==> src/rtl/fifo_stream_reader_if.sv <==
// Fifo read port plus outgoing valid/ready stream, bundled for the stream reader.
// No logic of its own: a pure signal bundle, zero latency.
// Backpressure travels on m_ready; the Fifo side has no backpressure beyond fifo_empty.
interface fifo_stream_reader_if #(
  parameter int DATA_W = 32
);
  // Fifo read side
  logic              fifo_empty;
  logic [DATA_W-1:0] fifo_data;
  logic              fifo_read;

  // Outgoing stream
  logic [DATA_W-1:0] m_data;
  logic              m_valid;
  logic              m_ready;
  logic              m_last;

  // The reader: pops the Fifo and sources the stream
  modport master (
    input  fifo_empty,
    input  fifo_data,
    input  m_ready,
    output fifo_read,
    output m_data,
    output m_valid,
    output m_last
  );

  // The surroundings: the Fifo plus the downstream consumer
  modport slave (
    output fifo_empty,
    output fifo_data,
    output m_ready,
    input  fifo_read,
    input  m_data,
    input  m_valid,
    input  m_last
  );
endinterface

==> src/rtl/fifo_stream_reader.sv <==
// Drains `length` words from a registered-output Fifo onto a valid/ready stream.
// Latency: first m_valid 2 cycles after the first fifo_read; then 1 word/cycle.
// Backpressure: m_ready low stalls the head word; a 2-entry skid buffer with credit-gated reads never overflows.
module fifo_stream_reader #(
  parameter int DATA_W = 32,
  parameter int LEN_W  = 16
) (
  input  logic             clk,
  input  logic             reset,
  input  logic             start,
  input  logic [LEN_W-1:0] length,
  output logic             busy,
  output logic             done,
  fifo_stream_reader_if.master bus
);

  typedef enum logic [1:0] {
    IDLE  = 2'd0,
    DRAIN = 2'd1,
    DONE  = 2'd2
  } state_t;

  localparam logic [LEN_W-1:0] ONE = {{(LEN_W-1){1'b0}}, 1'b1};

  state_t            state_q;
  state_t            state_d;

  logic [LEN_W-1:0]  len_q;
  logic [LEN_W-1:0]  issued_cnt;
  logic [LEN_W-1:0]  sent_cnt;

  // pending: a read was issued last cycle, its word is on fifo_data now
  logic              pending;
  logic [1:0]        buf_cnt;
  logic [DATA_W-1:0] buf0;   // head entry
  logic [DATA_W-1:0] buf1;

  logic              pop;
  logic              rd;
  logic [1:0]        occ;
  logic              last_beat;
  logic              start_burst;

  // Stream outputs, credit-gated read strobe and the handshake terms
  always_comb begin
    occ         = buf_cnt + {1'b0, pending};
    bus.m_valid = (buf_cnt != 2'd0);
    bus.m_data  = buf0;
    bus.m_last  = bus.m_valid && (sent_cnt == len_q - ONE);
    pop         = bus.m_valid && bus.m_ready;
    last_beat   = pop && (sent_cnt == len_q - ONE);
    start_burst = (state_q == IDLE) && start && (length != '0);
    // A slot freed by this cycle's pop can be re-used by this cycle's read
    rd = (state_q == DRAIN) && !bus.fifo_empty && (issued_cnt != len_q) &&
         (pop ? (occ < 2'd3) : (occ < 2'd2));
    bus.fifo_read = rd;
    busy = (state_q == DRAIN);
    done = (state_q == DONE);
  end

  // Next-state logic
  always_comb begin
    state_d = state_q;
    case (state_q)
      IDLE: begin
        if (start) begin
          state_d = (length == '0) ? DONE : DRAIN;
        end
      end
      DRAIN: begin
        if (last_beat) begin
          state_d = DONE;
        end
      end
      DONE: begin
        state_d = IDLE;
      end
      default: begin
        state_d = IDLE;
      end
    endcase
  end

  // State register
  always_ff @(posedge clk or negedge reset) begin
    if (!reset) begin
      state_q <= IDLE;
    end else begin
      state_q <= state_d;
    end
  end

  // Burst length latch plus issued/sent word counters
  always_ff @(posedge clk or negedge reset) begin
    if (!reset) begin
      len_q      <= '0;
      issued_cnt <= '0;
      sent_cnt   <= '0;
    end else if (start_burst) begin
      len_q      <= length;
      issued_cnt <= '0;
      sent_cnt   <= '0;
    end else if (state_q == DRAIN) begin
      if (rd) begin
        issued_cnt <= issued_cnt + ONE;
      end
      if (pop) begin
        sent_cnt <= sent_cnt + ONE;
      end
    end
  end

  // Track the read whose data arrives next cycle
  always_ff @(posedge clk or negedge reset) begin
    if (!reset) begin
      pending <= 1'b0;
    end else begin
      pending <= rd;
    end
  end

  // Two-entry skid buffer: capture arriving Fifo data, shift on pop
  always_ff @(posedge clk or negedge reset) begin
    if (!reset) begin
      buf_cnt <= 2'd0;
      buf0    <= '0;
      buf1    <= '0;
    end else begin
      case ({pending, pop})
        2'b01: begin
          buf0    <= buf1;
          buf_cnt <= buf_cnt - 2'd1;
        end
        2'b10: begin
          if (buf_cnt == 2'd0) begin
            buf0 <= bus.fifo_data;
          end else begin
            buf1 <= bus.fifo_data;
          end
          buf_cnt <= buf_cnt + 2'd1;
        end
        2'b11: begin
          // pop and capture together: occupancy unchanged, order kept
          if (buf_cnt == 2'd1) begin
            buf0 <= bus.fifo_data;
          end else begin
            buf0 <= buf1;
            buf1 <= bus.fifo_data;
          end
        end
        default: begin
        end
      endcase
    end
  end

  // Credit gating must keep an arriving word from landing on a full buffer
  a_no_overflow : assert property (@(posedge clk) disable iff (!reset)
    !(pending && !pop && (buf_cnt == 2'd2)));

  // Buffer occupancy stays within its two entries
  a_cnt_range : assert property (@(posedge clk) disable iff (!reset)
    buf_cnt != 2'd3);

endmodule

==> src/flat_wrapper.sv <==
// flat-port wrapper written by rule: the top's interface ports become plain ports
module fifo_stream_reader_flat 
#(
  parameter int DATA_W = 32,
  parameter int LEN_W  = 16
)
  (clk, reset, start, length, busy, done, bus_fifo_empty, bus_fifo_data, bus_m_ready, bus_fifo_read, bus_m_data, bus_m_valid, bus_m_last);
  fifo_stream_reader_if #(.DATA_W(DATA_W)) bus_i ();
  input  logic clk;
  input  logic reset;
  input  logic start;
  input  logic [LEN_W-1:0] length;
  output logic busy;
  output logic done;
  input wire logic [$bits(bus_i.fifo_empty)-1:0] bus_fifo_empty;
  input wire logic [$bits(bus_i.fifo_data)-1:0] bus_fifo_data;
  input wire logic [$bits(bus_i.m_ready)-1:0] bus_m_ready;
  output wire logic [$bits(bus_i.fifo_read)-1:0] bus_fifo_read;
  output wire logic [$bits(bus_i.m_data)-1:0] bus_m_data;
  output wire logic [$bits(bus_i.m_valid)-1:0] bus_m_valid;
  output wire logic [$bits(bus_i.m_last)-1:0] bus_m_last;
  assign bus_i.fifo_empty = bus_fifo_empty;
  assign bus_i.fifo_data = bus_fifo_data;
  assign bus_i.m_ready = bus_m_ready;
  assign bus_fifo_read = bus_i.fifo_read;
  assign bus_m_data = bus_i.m_data;
  assign bus_m_valid = bus_i.m_valid;
  assign bus_m_last = bus_i.m_last;
  fifo_stream_reader #(.DATA_W(DATA_W), .LEN_W(LEN_W)) u_core (.clk(clk), .reset(reset), .start(start), .length(length), .busy(busy), .done(done), .bus(bus_i));
endmodule
==> config.mk <==
export PLATFORM = sky130hd
export DESIGN_NAME = fifo_stream_reader_flat
export DESIGN_NICKNAME = d
export VERILOG_FILES = /design/src/rtl/fifo_stream_reader_if.sv /design/src/rtl/fifo_stream_reader.sv /design/src/flat_wrapper.sv
export SDC_FILE = /design/constraint.sdc
export NUM_CORES = 1
export LEC_CHECK = 0
export CAP_MARGIN = 10
export CORE_UTILIZATION = 41
export DETAILED_ROUTE_END_ITERATION = 10
export HOLD_SLACK_MARGIN = 0.03
export PLACE_DENSITY = 0.67
export REMOVE_ABC_BUFFERS = 1
export SLEW_MARGIN = 40
export SYNTH_ARGS = -nofsm -noshare
export SYNTH_HDL_FRONTEND = slang
export SYNTH_SLANG_ARGS = --single-unit
==> constraint.sdc <==
create_clock -name clk -period 4.6 [get_ports clk]
set_input_delay 0.46 -clock clk [delete_from_list [all_inputs] [get_ports clk]]
set_output_delay 0.46 -clock clk [all_outputs]
set_load 0.05 [all_outputs]
==> results.md, run 1 <==
* Wire length of the first global-routing pass at 22.37 mm
* Required arrival time at the worst endpoint at about 4100 ps
* Seq/Total Area, Yosys at 0.5023
* Critical path cell sequence: inv_1 -> ha_1 -> or3b_2 -> and4bb_2 -> xnor2_1 -> o21ai_0 -> or4b_2 -> nor3_1 -> dlygate4sd2_1
* TritonCTS clock tree: yes
* Largest stage delay on the critical path at ~640 ps
* Number of vias per cell after detailed routing at roughly 5.2
* Final Max Slew Viols at 0
* Clock-pin slew of the registers on the worst-case setup and hold paths at 50 ps
* CP max-delay cell: sky130_fd_sc_hd__or4b_2
* Setup Total Neg Slack at 0 ps
* Cell types with the largest area share after synthesis: sky130_fd_sc_hd__dfrtp_1 50%, sky130_fd_sc_hd__mux2_2 8.9%, sky130_fd_sc_hd__xnor2_1 6.0%
* Cell variety after synth at slightly below 50
* Worst-case headroom to the max-slew limit at 0.5445
* Met3 routed WL at about 1.0 mm
* Number of warning messages in the yosys log at 0
* VDD IR-drop max at between 0.0004 and 0.0005 V
* Synthesized area divided by synthesized cell count at 10.48 sq um
* Top routing layer in use: met4
* Footprint of the flip-flops and latches at 2928 sq um
* Quantity of I/O buffers inserted on ports at just under 90
* Maximum fanout encountered on the critical timing path at 9
* Number of global-route vias before repair at roughly 4400
* Die boundary width at between 100 and 150 um
* Detailed-route via count at between 4000 and 5000
* EDFF count, synth at 0
* Global-route congestion overflow total at 0
* Worst clock skew at about 9.4 ps
* Maximum level of the CTS H-tree at 4
* Number of cell instances on the worst register-to-register path at 9
* Cell with the most instances after synthesis: sky130_fd_sc_hd__dfrtp_1
* Number of buffers inserted during clock tree synthesis at 17
* Slew of the pin with the lowest slew margin at ~700 ps
* Top cells by count, synth: 117 x sky130_fd_sc_hd__dfrtp_1, 58 x sky130_fd_sc_hd__nand2_1, 47 x sky130_fd_sc_hd__nor2_1
* Final hold violation count at 0
* DRT Pass-1 Iters at 4
* Gate Count Post-Synth at approximately 560
* # setup viols final at 0
* Internal power of the cells at 3.121 mW
* RSZ-0062 raised after global routing: false
* Starting utilization of the core area at 0.4200
* Antenna Diode Count at 0
* Post-detailed-route wirelength per cell at between 15 and 20 um
* Leading area contributor after synthesis: sky130_fd_sc_hd__dfrtp_1
* Detailed Place HPWL at between 9 and 10 mm
* Flop2flop setup slack at 1510 ps
* Total track usage at 0.1993
* CP Capture Type: primary output
* Capture point of the worst reg-to-reg path: u_core.state_q[1]$_DFFE_PN0P_
* # IOs at 90
* Fill cell count at 1199
* Leak Pwr at 3.236 nW
* Post-layout worst setup margin at between 200 and 300 ps
* Violation count after the first detailed-route iteration at between 200 and 250
* Setup Buffers After CTS at 0
* Number of antenna violations at the first check in global routing at 0
* Switching Share at 0.3832
* Detailed-routed wire length on met2 at ~6.4 mm
* Hold WC Path Type: in2async
* Die area at 14700 sq um
* Longest Clk Path Bufs at 2
* Clk Latency, worst-skew pair at approximately 420 ps
* Post-Syn Area at roughly 5800 sq um
* Vert. Die Dim at about 120 um
* Time the worst path needs with I/O delays and setup at about 4300 ps
* Area used by multi-input combinational logic at 2740 sq um
* Area of the core region at around 14000 sq um
* Post-synth top flop: sky130_fd_sc_hd__dfrtp_1
* Buffers plus inverters on the worst setup path at 2
* Power density of the placed cells at slightly below 700 nW/um^2
* Combinational fraction of design power at 0.406
* Outcome: finished, final reports clean
* Clock tree root driver cell: sky130_fd_sc_hd__clkbuf_16
* Async set or reset register ratio after synthesis at 1.000
* Clock share of power at 0.268
* Cell Rows at 43
* Sinks on the clock net at 117
* Share of the clock period used by the worst path after layout at 0.9383
* Global placer's final weighted congestion at between 0.9 and 1
* Max cap viols at 0
* Area Overhead vs Synth at 29.02%
* Largest net degree at the start of global routing at 67
* Flops & latches, synth at around 120
* Antenna Nets Post-Route at 0
* Drc violations at 0
* Setup crit start kind: register
* Wire length reported by the detailed router at between 10 and 15 mm
* Area share of the largest cell type after synthesis at 0.5023
* Top Family by Delay on Critical Path: simple AND/OR/NAND/NOR gates
* Sequential share of power at 0.326
* Worst slack after detailed placement at ~440 ps
* Met1 wire length at 5.970 mm
* Startpoint of the worst register-to-register path: u_core.len_q[0]$_DFFE_PN0P_
* Net load switching power at slightly below 2 mW
* Share of cells above drive strength 1 at 0.1551
* Critical Path AT at between 3000 and 4000 ps
* Count of nets after finishing at about 700
* Crit Path Class: reg2out
* Peak clock frequency supported by timing at about 0.23 GHz
cells in the final DEF, fill, tap and decap left out, types with 3 or more instances in the layout:
cell type	instances
sky130_fd_sc_hd__buf_8	3
sky130_fd_sc_hd__clkdlybuf4s50_1	87
sky130_fd_sc_hd__clkinvlp_4	3
sky130_fd_sc_hd__nor2_1	47
sky130_fd_sc_hd__a31oi_1	3
sky130_fd_sc_hd__a22oi_1	33
sky130_fd_sc_hd__ha_1	8
sky130_fd_sc_hd__mux2_2	46
sky130_fd_sc_hd__buf_4	6
sky130_fd_sc_hd__and3_1	7
sky130_fd_sc_hd__xnor2_1	40
sky130_fd_sc_hd__nand3b_1	3
sky130_fd_sc_hd__bufinv_16	3
sky130_fd_sc_hd__inv_1	10
sky130_fd_sc_hd__dfrtp_1	117
sky130_fd_sc_hd__a21oi_1	5
sky130_fd_sc_hd__o21ai_0	40
sky130_fd_sc_hd__nor4_1	7
sky130_fd_sc_hd__xor2_1	28
sky130_fd_sc_hd__nand4_1	11
sky130_fd_sc_hd__nor3_1	11
sky130_fd_sc_hd__nand3_1	8
sky130_fd_sc_hd__clkbuf_16	17
sky130_fd_sc_hd__nand2_1	58
sky130_fd_sc_hd__nand2b_1	7
per-layer routing:
| metal | GRT usage | vias to the layer above |
|---|---|---|
| met5 | 0 | - |
| met4 | 0.06404 | 0 |
| met3 | 0.08036 | 17 |
| met2 | 0.3132 | 104 |
| met1 | 0.2492 | 2117 |
| li1 | - | 2111 |
flip-flops by register name, summed over array words and instances (netlist names):
register	count
u_core.buf1	32
u_core.buf_cnt	2
u_core.len_q	16
u_core.sent_cnt	16
u_core.bus.m_data	32
u_core.state_q	2
u_core.issued_cnt	16
u_core.pending	1
timing repair:
| item | in CTS | in global routing |
|---|---|---|
| resized for setup | 1 | 0 |
| endpoints found under the setup margin | 1 | 0 |
| hold buffers | 0 | 0 |
logic make-up (layout without fill, tap and decap cells):
group | count (synthesis) | in the layout | share of synthesized area
compound gates | 94 | 94 | 0.1032
xor+xnor | 68 | 68 | 0.1022
fa+ha+maj | 8 | 8 | 0.01717
buf+inv | 45 | 140 | 0.03520
flops | 117 | 117 | 0.5023
mux | 48 | 48 | 0.09230
simple gates | 176 | 176 | 0.1477
power groups by stage:
| stage | Sequential (mW) | Combinational (mW) | Clock (mW) |
|---|---|---|---|
| CTS | 1.65 | 2.06 | 1.38 |
| global route | 1.69 | 2.24 | 1.42 |
| finish | 1.65 | 2.06 | 1.35 |
| detailed placement | 1.65 | 2.05 | 0 |
| global placement | 1.64 | 1.98 | 0 |
| floorplan | 2.06 | 0.948 | 0 |
how the worst max path moves through the flow:
stage / from / to / cells after the start
floorplan: u_core.len_q[0]$_DFFE_PN0P_ / bus_m_last / 8
global placement: u_core.len_q[0]$_DFFE_PN0P_ / bus_m_last / 9
detailed placement: u_core.len_q[0]$_DFFE_PN0P_ / bus_m_last / 9
CTS: u_core.len_q[0]$_DFFE_PN0P_ / bus_m_last / 9
global route: u_core.len_q[0]$_DFFE_PN0P_ / bus_m_last / 9
finish: u_core.len_q[0]$_DFFE_PN0P_ / bus_m_last / 9
metrics by stage:
step / instance area (sq um) / std cells / total power [mW] / utilization / hold slack [ps]
global route: 7521 / 831 / 5.348 / 0.5418 / 88.86
finish: 7521 / 831 / 5.060 / 0.5418 / 53.33
floorplan: 5662 / 521 / 3.007 / - / 164.4
CTS: 7500 / 830 / 5.085 / 0.5403 / 65.37
detailed placement: 6892 / 798 / 3.704 / 0.4965 / 469.3
global placement: 6852 / 796 / 3.617 / 0.4936 / 462.2
worst reg2reg max path, stage by stage (launching register included):
cell and delay, ps:
sky130_fd_sc_hd__dfrtp_1 460, sky130_fd_sc_hd__inv_1 100, sky130_fd_sc_hd__ha_1 190, sky130_fd_sc_hd__or3b_2 580, sky130_fd_sc_hd__nor3_1 220, sky130_fd_sc_hd__xnor2_1 140
sky130_fd_sc_hd__nand4_1 110, sky130_fd_sc_hd__or4_4 500, sky130_fd_sc_hd__or4_1 560, sky130_fd_sc_hd__o22ai_2 160
area by class of cell:
| class | instances | area share |
|---|---|---|
| Timing Repair Buffer | 98 | 0.1304 |
| Sequential cell | 117 | 0.3893 |
| Clock inverter | 11 | 0.01980 |
| Multi-Input combinational cell | 394 | 0.3643 |
| Inverter | 10 | 0.004991 |
| Clock buffer | 21 | 0.06122 |
| Tap cell | 180 | 0.02995 |
No activity file was read; power rests on OpenSTA's default activity.
==> run 2, diff against run 1 <==
--- a/config.mk
+++ b/config.mk
@@ -11,6 +11,7 @@
 export HOLD_SLACK_MARGIN = 0.03
 export PLACE_DENSITY = 0.67
 export REMOVE_ABC_BUFFERS = 1
+export SETUP_SLACK_MARGIN = 0.15
 export SLEW_MARGIN = 40
 export SYNTH_ARGS = -nofsm -noshare
 export SYNTH_HDL_FRONTEND = slang
==> run 2 against run 1 <==
Compared with the run above: critical path depth unchanged; global-route usage is the same; worst hold slack about the same; register-to-register slack about the same; sequential share of layout area hardly changed; combinational power is essentially flat; via count unchanged; setup slack gained 220 ps; clock power about the same; sequential power is essentially flat; utilization is essentially flat; routed wire length is essentially flat; critical path type unchanged; highest routed layer unchanged.
==> results.md, run 2 (same netlist as run 1, synthesis figures left out) <==
* CP max-delay cell: sky130_fd_sc_hd__or4b_2
* Maximum fanout encountered on the critical timing path at 9 (unchanged)
* TritonCTS clock tree: yes
* Setup Total Neg Slack at 0 ps (unchanged)
* Peak clock frequency supported by timing at 0.2441 GHz (+5.4%)
* VDD IR-drop max at 0.0004078 V (about the same)
* Required arrival time at the worst endpoint at 4140 ps (about the same)
* Number of global-route vias before repair at 4404 (unchanged)
* Wire length of the first global-routing pass at 22.37 mm (unchanged)
* Outcome: finished, final reports clean
* Setup Buffers After CTS at 0 (unchanged)
* Detailed Place HPWL at 9.402 mm (unchanged)
* Clock share of power at 0.268 (about the same)
* Worst slack after detailed placement at 436.7 ps (unchanged)
* Largest stage delay on the critical path at 640 ps (about the same)
* Post-detailed-route wirelength per cell at 16.40 um (about the same)
* Antenna Diode Count at 0 (unchanged)
* Power density of the placed cells at 673.1 nW/um^2 (about the same)
* Global-route congestion overflow total at 0 (unchanged)
* RSZ-0062 raised after global routing: false
* Time the worst path needs with I/O delays and setup at 4096 ps (-220.0 ps)
* Clk Latency, worst-skew pair at 420 ps (about the same)
* Critical Path AT at 3640 ps (-220 ps)
* Max cap viols at 0 (unchanged)
* Share of the clock period used by the worst path after layout at 0.8905 (-0.04783)
* Switching Share at 0.3832 (about the same)
* DRT Pass-1 Iters at 4 (unchanged)
* Detailed-route via count at 4349 (unchanged)
* # setup viols final at 0 (unchanged)
* Cell Rows at 43 (unchanged)
* Clock-pin slew of the registers on the worst-case setup and hold paths at 50 ps (about the same)
* Worst clock skew at 9.411 ps (-0.0003600 ps)
* Crit Path Class: reg2out
* Final Max Slew Viols at 0 (unchanged)
* Most used cells in the layout excluding fill and tap cells: 117 x sky130_fd_sc_hd__dfrtp_1, 87 x sky130_fd_sc_hd__clkdlybuf4s50_1, 58 x sky130_fd_sc_hd__nand2_1, 47 x sky130_fd_sc_hd__nor2_1, 46 x sky130_fd_sc_hd__mux2_2
* Leak Pwr at 3.232 nW (-0.11%)
* Total track usage at 0.1993 (unchanged)
* Starting utilization of the core area at 0.4200 (unchanged)
* Hold buffer count at CTS at 0 (unchanged)
* Drc violations at 0 (unchanged)
* Die area at 14700 sq um (unchanged)
* Longest Clk Path Bufs at 2 (unchanged)
* Largest net degree at the start of global routing at 67 (unchanged)
* Worst-case headroom to the max-slew limit at 0.5445 (unchanged)
* Sinks on the clock net at 117 (unchanged)
* Hold WC Path Type: in2async
* Net load switching power at 1.939 mW (about the same)
* Number of antenna violations at the first check in global routing at 0 (unchanged)
* Sequential share of power at 0.326 (about the same)
* Area Overhead vs Synth at 28.95% (about the same)
* Slew of the pin with the lowest slew margin at 682.6 ps (-0.0003576 ps)
* Internal power of the cells at 3.121 mW (unchanged)
* Number of vias per cell after detailed routing at 5.233 (unchanged)
* Antenna Nets Post-Route at 0 (unchanged)
* Final hold violation count at 0 (unchanged)
* Setup crit start kind: register
* Clock tree root driver cell: sky130_fd_sc_hd__clkbuf_16
* Vert. Die Dim at 121.2 um (unchanged)
* CP Capture Type: primary output
* Critical path cell sequence: inv_1 -> ha_1 -> or3b_2 -> and4bb_2 -> xnor2_1 -> o21ai_0 -> or4b_2 -> nor3_1 -> clkbuf_2
* Number of buffers inserted during clock tree synthesis at 17 (unchanged)
* Post-layout worst setup margin at 503.6 ps (+220.0 ps)
* Maximum level of the CTS H-tree at 4 (unchanged)
* Leading cell type in the layout, fill and taps excluded: sky130_fd_sc_hd__dfrtp_1
* Violation count after the first detailed-route iteration at 234 (unchanged)
* Die boundary width at 121.2 um (unchanged)
* Share of cells above drive strength 1 at 0.1567 (+0.001536)
* Area of the core region at 13880 sq um (unchanged)
* Global placer's final weighted congestion at 0.9108 (unchanged)
* Combinational fraction of design power at 0.406 (about the same)
* Wire length reported by the detailed router at 13.63 mm (about the same)
* # IOs at 90 (unchanged)
* Quantity of I/O buffers inserted on ports at 89 (unchanged)
* Count of nets after finishing at 699 (unchanged)
## run 2: area by class of cell
cell class,count,area (sq um)
inverter,10,37.54
fill,1201,6364
clock buffer,21,460.4
timing repair buffer,98,977.2
multi-input combinational,394,2740
sequential,117,2928
tap,180,225.2
clock inverter,11,148.9
## run 2: layer usage
metal	up-vias	global-route usage	part of all wire	wire, um
li1	2111	-	-	-
met1	2117	0.2492	0.44	5968
met2	104	0.3132	0.47	6437
met3	17	0.08036	0.076	1033
met4	0	0.06404	0.014	188
met5	-	0	0	0
## run 2: stage by stage
| step | hold slack, ps | instances | util | power (mW) | area, sq um |
|---|---|---|---|---|---|
| floorplan | 164.4 | 521 | - | 3.007 | 5662 |
| global placement | 462.2 | 796 | 0.4936 | 3.617 | 6852 |
| detailed placement | 469.3 | 798 | 0.4965 | 3.704 | 6892 |
| CTS | 65.37 | 830 | 0.5403 | 5.085 | 7500 |
| global route | 88.86 | 831 | 0.5416 | 5.348 | 7517 |
| finish | 53.29 | 831 | 0.5416 | 5.060 | 7517 |
## run 2: power by group through the flow
| stage | Sequential, mW | Combinational [mW] | Clock (mW) |
|---|---|---|---|
| after floorplan | 2.06 | 0.948 | 0 |
| after global routing | 1.69 | 2.24 | 1.42 |
| after CTS | 1.65 | 2.06 | 1.38 |
| after detailed placement | 1.65 | 2.05 | 0 |
| final | 1.65 | 2.06 | 1.35 |
| after global placement | 1.64 | 1.98 | 0 |
## run 2: critical path: cells and delay by family (launching register included)
kind            cells  cell delay, ps
simple gates        4            1870
xor+xnor            1             110
compound gates      1             160
fa+ha+maj           1             190
buf+inv             2             450
flops               1             460
## run 2: what timing repair did
action | CTS | global route
endpoints found under the setup margin | 1 | 1
resized for setup | 1 | 3
endpoints found under the hold margin | 0 | 0
## run 2: final timing paths
kind,from,endpoint,slack (ps),cells after the start
max in group asynchronous,reset,u_core.issued_cnt[12]$_DFFE_PN0P_,3450,2
min,reset,u_core.len_q[14]$_DFFE_PN0P_,50,1
min in group clk,u_core.bus.m_data[30]$_DFFE_PN0P_,u_core.bus.m_data[30]$_DFFE_PN0P_,470,2
max reg2reg,u_core.len_q[0]$_DFFE_PN0P_,u_core.state_q[1]$_DFFE_PN0P_,1510,9
max,u_core.len_q[0]$_DFFE_PN0P_,bus_m_last,500,9
min reg2reg,u_core.bus.m_data[30]$_DFFE_PN0P_,u_core.bus.m_data[30]$_DFFE_PN0P_,470,2
